==> src/rtl/tt_sel_seq.sv <==
// -----------------------------------------------------------------------------
// tt_sel_seq -- clocked selection and enable sequencer for the mux fabric.
//
// The raw pad controls are synchronised and then drive two things:
//  * a mask-aware select counter (branch, block). It skips unpopulated branches
//    and wraps past the highest populated branch back to the lowest one.
//  * a four-state enable sequencer (OFF, PWRUP, ON, PWRDN). It raises the
//    power gate PG_DELAY cycles before the functional enable. After the enable
//    drops, it holds the power gate for PD_HOLD more cycles.
//
// Ports:
//   clk             in   system clock
//   rst             in   synchronous active-high reset
//   ctrl_sel_rst_n  in   raw pad, low clears the address
//   ctrl_sel_inc    in   raw pad, each rising edge advances the address
//   ctrl_ena        in   raw pad, requests enable of the selected module
//   sel_branch      out  selected branch index (never a masked branch)
//   sel_block       out  selected block within the branch
//   um_pg_ena       out  power-gate enable for the selected module (registered)
//   um_ena          out  functional enable for the selected module (registered)
//   busy            out  high while powering up or powering down (registered)
// -----------------------------------------------------------------------------
module tt_sel_seq #(
   parameter int                  G_X         = 16,
   parameter int                  G_Y         = 24,
   parameter logic [G_Y-1:0]      MUX_MASK    = '0,
   parameter int                  PG_DELAY    = 8,
   parameter int                  PD_HOLD     = 2,
   parameter int                  SYNC_STAGES = 2,
   localparam int                 BW          = $clog2(G_Y),
   localparam int                 XW          = $clog2(G_X)
) (
   input  logic          clk,
   input  logic          rst,
   input  logic          ctrl_sel_rst_n,
   input  logic          ctrl_sel_inc,
   input  logic          ctrl_ena,
   output logic [BW-1:0] sel_branch,
   output logic [XW-1:0] sel_block,
   output logic          um_pg_ena,
   output logic          um_ena,
   output logic          busy
);

   // ---------------------------------------------------------------------
   // Parameter sanity checks, caught at elaboration time
   // ---------------------------------------------------------------------
   if (MUX_MASK == {G_Y{1'b1}}) begin : g_bad_mask
      $error("tt_sel_seq: MUX_MASK leaves no populated branch");
   end
   if (G_X < 2 || G_Y < 2) begin : g_bad_grid
      $error("tt_sel_seq: G_X and G_Y must both be >= 2");
   end
   if (PG_DELAY < 1 || PD_HOLD < 1 || SYNC_STAGES < 2) begin : g_bad_timing
      $error("tt_sel_seq: PG_DELAY, PD_HOLD >= 1 and SYNC_STAGES >= 2 required");
   end

   // Lowest populated branch; this is the home address after reset or clear.
   function automatic logic [BW-1:0] first_unmasked(input logic [G_Y-1:0] mask);
      logic [BW-1:0] r;
      r = '0;
      for (int i = G_Y - 1; i >= 0; i--) begin
         if (!mask[i]) r = BW'(i);
      end
      return r;
   endfunction

   localparam logic [BW-1:0] F_BR     = first_unmasked(MUX_MASK);
   localparam logic [XW-1:0] LAST_BLK = XW'(G_X - 1);
   localparam int            CMAX     = (PG_DELAY > PD_HOLD) ? PG_DELAY : PD_HOLD;
   localparam int            CW       = $clog2(CMAX + 1);

   // ---------------------------------------------------------------------
   // Pad synchronisers. The reset values make an idle pad look inactive.
   // ---------------------------------------------------------------------
   logic [SYNC_STAGES-1:0] rstn_sync_reg;
   logic [SYNC_STAGES-1:0] inc_sync_reg;
   logic [SYNC_STAGES-1:0] ena_sync_reg;
   logic                   inc_prev_reg;
   logic                   sel_rst_n_s;
   logic                   inc_s;
   logic                   ena_s;
   logic                   inc_pulse;

   always_ff @(posedge clk) begin
      if (rst) begin
         rstn_sync_reg <= '1;
         inc_sync_reg  <= '0;
         ena_sync_reg  <= '0;
         inc_prev_reg  <= 1'b0;
      end else begin
         rstn_sync_reg <= {rstn_sync_reg[SYNC_STAGES-2:0], ctrl_sel_rst_n};
         inc_sync_reg  <= {inc_sync_reg[SYNC_STAGES-2:0],  ctrl_sel_inc};
         ena_sync_reg  <= {ena_sync_reg[SYNC_STAGES-2:0],  ctrl_ena};
         inc_prev_reg  <= inc_s;
      end
   end

   assign sel_rst_n_s = rstn_sync_reg[SYNC_STAGES-1];
   assign inc_s       = inc_sync_reg[SYNC_STAGES-1];
   assign ena_s       = ena_sync_reg[SYNC_STAGES-1];
   assign inc_pulse   = inc_s & ~inc_prev_reg;

   // ---------------------------------------------------------------------
   // Address register with a single-cycle next-populated-branch search
   // ---------------------------------------------------------------------
   logic [BW-1:0]  branch_reg, branch_next, branch_prev_reg, branch_up;
   logic [XW-1:0]  block_reg, block_next, block_prev_reg;
   logic [G_Y-1:0] above;
   logic           found;
   logic           addr_chg;

   // above[gi]: branch gi is populated and lies strictly above the current one.
   for (genvar gi = 0; gi < G_Y; gi++) begin : g_above
      assign above[gi] = !MUX_MASK[gi] && (BW'(gi) > branch_reg);
   end

   // Lowest set bit of 'above'. If no bit is set, wrap back to the home branch.
   always_comb begin
      branch_up = F_BR;
      found     = 1'b0;
      for (int i = 0; i < G_Y; i++) begin
         if (above[i] && !found) begin
            branch_up = BW'(i);
            found     = 1'b1;
         end
      end
   end

   // When both arrive together, the clear wins over the increment.
   always_comb begin
      branch_next = branch_reg;
      block_next  = block_reg;
      if (!sel_rst_n_s) begin
         branch_next = F_BR;
         block_next  = '0;
      end else if (inc_pulse) begin
         if (block_reg == LAST_BLK) begin
            block_next  = '0;
            branch_next = branch_up;
         end else begin
            block_next  = block_reg + 1'b1;
         end
      end
   end

   always_ff @(posedge clk) begin
      if (rst) begin
         branch_reg      <= F_BR;
         block_reg       <= '0;
         branch_prev_reg <= F_BR;
         block_prev_reg  <= '0;
      end else begin
         branch_reg      <= branch_next;
         block_reg       <= block_next;
         branch_prev_reg <= branch_reg;
         block_prev_reg  <= block_reg;
      end
   end

   assign addr_chg   = (branch_reg != branch_prev_reg) || (block_reg != block_prev_reg);
   assign sel_branch = branch_reg;
   assign sel_block  = block_reg;

   // ---------------------------------------------------------------------
   // Enable sequencer
   // ---------------------------------------------------------------------
   typedef enum logic [1:0] {
      ST_OFF   = 2'd0,
      ST_PWRUP = 2'd1,
      ST_ON    = 2'd2,
      ST_PWRDN = 2'd3
   } state_t;

   state_t        state_reg, state_next;
   logic [CW-1:0] cnt_reg, cnt_next;
   logic          pg_reg, pg_next;
   logic          ena_reg, ena_next;
   logic          busy_reg, busy_next;

   always_comb begin
      state_next = state_reg;
      cnt_next   = cnt_reg;
      unique case (state_reg)
         ST_OFF: begin
            // A pending address change is allowed to settle before power-up.
            if (ena_s && !addr_chg) begin
               state_next = ST_PWRUP;
               cnt_next   = '0;
            end
         end
         ST_PWRUP: begin
            // An abort takes priority over completing the power-up.
            if (!ena_s || addr_chg) begin
               state_next = ST_PWRDN;
               cnt_next   = '0;
            end else if (cnt_reg == CW'(PG_DELAY - 1)) begin
               state_next = ST_ON;
               cnt_next   = '0;
            end else begin
               cnt_next   = cnt_reg + 1'b1;
            end
         end
         ST_ON: begin
            if (!ena_s || addr_chg) begin
               state_next = ST_PWRDN;
               cnt_next   = '0;
            end
         end
         ST_PWRDN: begin
            // The hold ignores address changes; OFF re-evaluates the request.
            if (cnt_reg == CW'(PD_HOLD - 1)) begin
               state_next = ST_OFF;
               cnt_next   = '0;
            end else begin
               cnt_next   = cnt_reg + 1'b1;
            end
         end
         default: begin
            state_next = ST_OFF;
            cnt_next   = '0;
         end
      endcase

      // The outputs are decoded from the next state and registered, so they
      // change on the same edge as the state register.
      pg_next   = (state_next != ST_OFF);
      ena_next  = (state_next == ST_ON);
      busy_next = (state_next == ST_PWRUP) || (state_next == ST_PWRDN);
   end

   always_ff @(posedge clk) begin
      if (rst) begin
         state_reg <= ST_OFF;
         cnt_reg   <= '0;
         pg_reg    <= 1'b0;
         ena_reg   <= 1'b0;
         busy_reg  <= 1'b0;
      end else begin
         state_reg <= state_next;
         cnt_reg   <= cnt_next;
         pg_reg    <= pg_next;
         ena_reg   <= ena_next;
         busy_reg  <= busy_next;
      end
   end

   assign um_pg_ena = pg_reg;
   assign um_ena    = ena_reg;
   assign busy      = busy_reg;

endmodule
==> config.mk <==
export PLATFORM = sky130hd
export DESIGN_NAME = tt_sel_seq
export DESIGN_NICKNAME = d
export VERILOG_FILES = /design/src/rtl/tt_sel_seq.sv
export SDC_FILE = /design/constraint.sdc
export NUM_CORES = 1
export LEC_CHECK = 0
export BUFFER_PORTS_ARGS = -buffer_cell sky130_fd_sc_hd__clkbuf_2
export CORE_AREA = 4 4 60 56
export CTS_BUF_LIST = sky130_fd_sc_hd__clkbuf_16
export DETAILED_ROUTE_END_ITERATION = 16
export DIE_AREA = 0 0 64 60
export PLACE_DENSITY_LB_ADDON = 0.05
export SLEW_MARGIN = 5
export SYNTH_ARGS = -nofsm -noshare
export SYNTH_HDL_FRONTEND = slang
export SYNTH_SLANG_ARGS = --single-unit
==> constraint.sdc <==
create_clock -name clk -period 2.2 [get_ports clk]
set_input_delay 0.44 -clock clk [delete_from_list [all_inputs] [get_ports clk]]
set_output_delay 0.44 -clock clk [all_outputs]
set_load 0.005 [all_outputs]
==> flow_summary.json, run 1 <==
{
  "path_cells": "xnor2_1 > nand4_2 > or4_1 > and4_4 > a21o_1",
  "chipWidth_um": 64,
  "synth_cells": 152,
  "cts_root_buf": "clkbuf_16",
  "setup_viol_count_final": 0,
  "die_y_um": 60,
  "place_congestion": 0.831,
  "gr-total-overflow": 0,
  "drt-total-wl_mm": 2.75,
  "syn_to_final_growth_pct": 17.0,
  "track_usage": 0.171,
  "postCtsHoldBufs": 0,
  "clk_latency_ns": 0.27,
  "rr_startpoint": "sel_branch[3]",
  "endpoint_kind": "register",
  "synth_edf_count": 0,
  "maxSlewHeadroom": 0.607,
  "ys_warn_count": 0,
  "ys.flop_type": "dfxtp_1",
  "start_kind": "register",
  "row_count": 18,
  "critPathTopFamily": "simple AND/OR/NAND/NOR gates",
  "final_layout_size_suffix_gt1_frac": 0.209,
  "setup-tns-final_ns": 0,
  "max_freq_mhz": 528,
  "dp_hpwl_mm": 1.90,
  "ir_drop_mv": 0.398,
  "holdPathEnd": "rstn_sync_reg[0]",
  "via_per_inst": 5.34,
  "syn-num-nets": 160,
  "die_area_um2": 3840,
  "nets": 180,
  "yosys.area.top_type_share": 0.444,
  "crit_buf_inv": 0,
  "drtIter0Drc": 55,
  "antenna_cells": 0,
  "cpMaxStageDelayCell": "or4_1",
  "portBuffers": 16,
  "synth_top_area_cell": "dfxtp_1",
  "ys_seq_elements": 33,
  "clockBufferDepth": 2,
  "slowest_delay_ns": 0.58,
  "hold_violations": 0,
  "leakagePower_nw": 0.723,
  "grt_pass1_vias": 1091,
  "powerDensity_nw_per_um2": 773,
  "worstRegToRegCells": 5,
  "vias": 1132,
  "fin_area_um2": 1740,
  "synth_most_common_cell": "dfxtp_1",
  "crit_arrival_ns": 2.06,
  "hp-start": "ctrl_sel_rst_n",
  "path_max_fanout": 10,
  "hold_path_class": "input port to register",
  "outcome": "finished, final reports clean",
  "worstPathRequired_ns": 2.36,
  "async_flop_share": 0,
  "rrSetupSlack_ns": 0.30,
  "holdPathStages": 2,
  "drv_cap": 0,
  "placedInstanceArea_um2": 1610,
  "cts_resized": 0,
  "postSynthAreaPerCell_um2": 9.79,
  "period_share": 0.862,
  "fin_crit_ns": 1.90,
  "dp_slack_ns": 0.327,
  "crit_type": "register to register",
  "grt_max_degree": 23,
  "io_pins": 17,
  "clk_pin_slew_ns": 0.05,
  "reg2reg_to": "um_pg_ena",
  "grt_antenna_before_repair": 0,
  "slew_viol_final": 0,
  "startpoint": "sel_branch[3]",
  "cts_tree": "yes",
  "post_cts_buffers": 0,
  "synth_cell_types": 41,
  "cts_buffers": 5,
  "drc": 0,
  "routedWlPerCell_um": 13.0,
  "synth.area.top_cells": "dfxtp_1 (44%), nor2b_1 (7.6%), xnor2_1 (5.9%), a21oi_1 (2.7%), mux2i_1 (2.7%)",
  "detail-route-antenna-nets": 0,
  "cts.htree.levels": 2,
  "tightest_slew_ns": 0.574,
  "yosysSeqAreaShare": 0.444,
  "skew_ns": 0.00350,
  "cts_num_sinks": 33,
  "first_pass_iters": 4,
  "syn-cell-area_um2": 1490,
  "grt_pass1_wl_mm": 5.01,
  "rsz0062_at_grt": "false",
  "netlist_top_cells_count": "dfxtp_1 (33), nor2b_1 (18), xnor2_1 (10)",
  "whs_ns": 0.353,
  "start_util": 0.546,
  "core_um2": 2730,
  "fin_ws_ns": 0.305
}
area by class of cell:
cell class	instances	area (um^2)
clock buffer	5	125
clock inverter	2	7.51
fill	235	985
inverter	3	11.3
multi-input combinational	108	768
sequential	33	661
tap	40	50.0
timing repair buffer	21	118
where the power goes:
part	total, W	internal [W]	switching (W)
registers	0.000633	0.000616	0.0000166
logic	0.0000881	0.0000417	0.0000464
clock network	0.000625	0.000403	0.000222
through the flow:
| stage | util | std cells | total power, W |
|---|---|---|---|
| 2_1_floorplan | - | 152 | 0.000704 |
| 3_5_place_dp | 0.590 | 205 | 0.000732 |
| 6_report | 0.639 | 212 | 0.00135 |
| 3_3_place_gp | 0.590 | 205 | 0.000730 |
| 5_1_grt | 0.639 | 212 | 0.00140 |
| 4_1_cts | 0.639 | 212 | 0.00135 |
layer usage:
| layer | track usage | up-vias | share of wire |
|---|---|---|---|
| li1 | - | 565 | - |
| met1 | 0.224 | 530 | 0.47 |
| met2 | 0.264 | 29 | 0.46 |
| met3 | 0.0451 | 8 | 0.046 |
| met4 | 0.0831 | 0 | 0.021 |
| met5 | 0 | - | 0 |
cells by family after synthesis:
| logic type | Yosys count | synth area share |
|---|---|---|
| flip-flops | 33 | 0.444 |
| buffers and inverters | 11 | 0.0395 |
| AND/OR/NAND/NOR | 63 | 0.271 |
| AO/OA/AOI/OAI | 24 | 0.108 |
| adder cells (fa/ha/maj) | 3 | 0.0252 |
| XOR/XNOR | 12 | 0.0706 |
| multiplexers | 6 | 0.0421 |
cells in the final DEF (no fill, tap or decap), types with 2 or more instances in the layout:
cell,synthesis,layout
nand4_2,3,3
nand3_1,2,2
nand2_1,8,8
o21ai_0,4,4
clkbuf_2,0,16
mux2_2,2,2
or2_2,2,2
buf_4,0,5
mux2i_1,4,4
clkbuf_16,0,5
or3_1,4,4
nor2b_1,18,18
nor2_1,8,8
nor3b_1,3,3
and2_1,2,2
a21o_1,3,3
ha_1,3,3
nand3b_1,2,2
or4_1,3,3
inv_1,3,4
xnor2_1,10,10
xor2_1,2,2
a21oi_1,8,8
dfxtp_1,33,33
worst max path at each step:
stage / to / slack, ns / depth (start not counted)
after detailed placement: um_pg_ena / 0.33 / 5
final: um_pg_ena / 0.30 / 5
after CTS: um_pg_ena / 0.30 / 5
after floorplan: um_pg_ena / 0.43 / 6
after global placement: um_pg_ena / 0.36 / 5
after global routing: um_pg_ena / 0.18 / 5
No activity file was read; power rests on OpenSTA's default activity.
==> inputs of run 2 (changes only) <==
--- a/config.mk
+++ b/config.mk
@@ -6,10 +6,11 @@
 export NUM_CORES = 1
 export LEC_CHECK = 0
 export BUFFER_PORTS_ARGS = -buffer_cell sky130_fd_sc_hd__clkbuf_2
-export CORE_AREA = 4 4 60 56
+export CORE_AREA = 4 4 57 59
 export CTS_BUF_LIST = sky130_fd_sc_hd__clkbuf_16
+export CTS_CLUSTER_SIZE = 40
 export DETAILED_ROUTE_END_ITERATION = 16
-export DIE_AREA = 0 0 64 60
+export DIE_AREA = 0 0 61 63
 export PLACE_DENSITY_LB_ADDON = 0.05
 export SLEW_MARGIN = 5
 export SYNTH_ARGS = -nofsm -noshare
==> flow_summary.json, run 2 (synthesis results as in run 1) <==
{
  "hold_path_class": "input port to register",
  "drv_cap": 0,
  "worstPathRequired_ns": 2.37,
  "skew_ns": 0.00540,
  "cts_buffers": 5,
  "postCtsHoldBufs": 0,
  "p_seq_frac": 0.467,
  "power.switching_w": 0.000293,
  "period_share": 0.868,
  "pwr-share-comb": 0.065,
  "holdPathEnd": "rstn_sync_reg[0]",
  "die_y_um": 63,
  "drtIter0Drc": 36,
  "nFillCells": 249,
  "slowest_delay_ns": 0.56,
  "grt_max_degree": 20,
  "core_um2": 2710,
  "grt_pass1_wl_mm": 4.77,
  "first_pass_iters": 4,
  "vias": 1124,
  "place_congestion": 0.780,
  "netSwitchingFraction": 0.216,
  "power_w": 0.00135,
  "outcome": "finished, final reports clean",
  "path_cells": "xnor2_1 > nand4_2 > or4_1 > and4_4 > a21o_1",
  "dp_slack_ns": 0.304,
  "max_freq_mhz": 524,
  "cpMaxStageDelayCell": "or4_1",
  "setup_viol_count_final": 0,
  "crit_arrival_ns": 2.08,
  "cts_tree": "yes",
  "start_kind": "register",
  "drc": 0,
  "antenna_cells": 0,
  "final_layout_size_suffix_gt1_frac": 0.209,
  "clk_pin_slew_ns": 0.05,
  "syn_to_final_growth_pct": 16.2,
  "detail-route-antenna-nets": 0,
  "slew_viol_final": 0,
  "clockBufferDepth": 2,
  "final_cell_mix": "dfxtp_1 (33), nor2b_1 (18), clkbuf_2 (16)",
  "nets": 180,
  "fin_ws_ns": 0.291,
  "portBuffers": 16,
  "die_area_um2": 3840,
  "cts_resized": 0,
  "cts.htree.levels": 2,
  "critPathTopFamily": "simple AND/OR/NAND/NOR gates",
  "io_pins": 17,
  "crit_type": "register to register",
  "final_common_cell": "dfxtp_1",
  "track_usage": 0.169,
  "dp_hpwl_mm": 1.97,
  "hp-start": "ctrl_sel_rst_n",
  "setup-tns-final_ns": 0,
  "holdPathStages": 2,
  "rrSetupSlack_ns": 0.29,
  "path_max_fanout": 10,
  "post_cts_buffers": 0,
  "gr-total-overflow": 0,
  "chipWidth_um": 61,
  "leakagePower_nw": 0.723,
  "clk_latency_ns": 0.28,
  "crit_buf_inv": 0,
  "cts_root_buf": "clkbuf_16",
  "rsz0062_at_grt": "false",
  "worstRegToRegCells": 5,
  "start_util": 0.549,
  "maxSlewHeadroom": 0.622,
  "final_util": 0.638,
  "rr_startpoint": "sel_branch[3]",
  "endpoint_kind": "register",
  "drt-total-wl_mm": 2.78,
  "clkPwrFrac": 0.468,
  "fin_crit_ns": 1.91,
  "grt_pass1_vias": 1066,
  "tightest_slew_ns": 0.553,
  "cts_num_sinks": 33,
  "row_count": 19,
  "grt_antenna_before_repair": 0,
  "hold_violations": 0,
  "reg2reg_to": "um_pg_ena",
  "p_int_w": 0.00106,
  "via_per_inst": 5.54,
  "routedWlPerCell_um": 13.7,
  "ir_drop_mv": 0.660,
  "powerDensity_nw_per_um2": 784
}
[run 2: cell counts in the layout (fill, tap and decap cells not counted)]
Identical to the previous run, type by type.
[run 2: layer usage]
layer  up-vias  routed length (um)  GRT usage
li1        569                   -          -
met1       522                1260      0.198
met2        28                1320      0.261
met3         5                 135     0.0640
met4         0                  68     0.0894
met5         -                   0          0
[run 2: power by group through the flow]
stage / logic (W) / clock network [W] / registers, W
after CTS: 0.0000888 / 0.000650 / 0.000633
after detailed placement: 0.0000881 / 0 / 0.000644
after global placement: 0.0000854 / 0 / 0.000643
after global routing: 0.0000994 / 0.000675 / 0.000635
final: 0.0000880 / 0.000634 / 0.000633
after floorplan: 0.0000664 / 0 / 0.000638
[run 2: per-stage QoR]
stage / hold slack, ns / cell area, um^2 / cells
5_1_grt: 0.364 / 1730 / 203
2_1_floorplan: 0.389 / 1490 / 152
3_5_place_dp: 0.397 / 1600 / 196
3_3_place_gp: 0.394 / 1600 / 196
4_1_cts: 0.339 / 1730 / 203
6_report: 0.345 / 1730 / 203
[run 2: area by class of cell]
class | instances | area (um^2) | area share
flip-flops and latches | 33 | 661 | 0.382
well taps | 31 | 38.8 | 0.0224
repair buffers | 21 | 118 | 0.0680
clock inverters | 2 | 7.51 | 0.00434
multi-input cells | 108 | 768 | 0.444
clock buffers | 5 | 125 | 0.0724
inverters | 3 | 11.3 | 0.00651
[run 2: worst reg2reg max path: stages (launching register included)]
cell and delay (ns):
dfxtp_1 0.50, xnor2_1 0.17, nand4_2 0.21, or4_1 0.56
and4_4 0.20, a21o_1 0.16
[run 2: how the worst max path moves through the flow]
| stage | from | to | slack [ns] | cells after the start |
|---|---|---|---|---|
| 2_1_floorplan | sel_branch[3] | um_pg_ena | 0.43 | 6 |
| 3_3_place_gp | sel_branch[3] | um_pg_ena | 0.37 | 5 |
| 3_5_place_dp | sel_branch[3] | um_pg_ena | 0.30 | 5 |
| 4_1_cts | sel_branch[3] | um_pg_ena | 0.30 | 5 |
| 5_1_grt | sel_branch[3] | cnt_reg[0] | 0.20 | 5 |
| 6_report | sel_branch[3] | um_pg_ena | 0.29 | 5 |
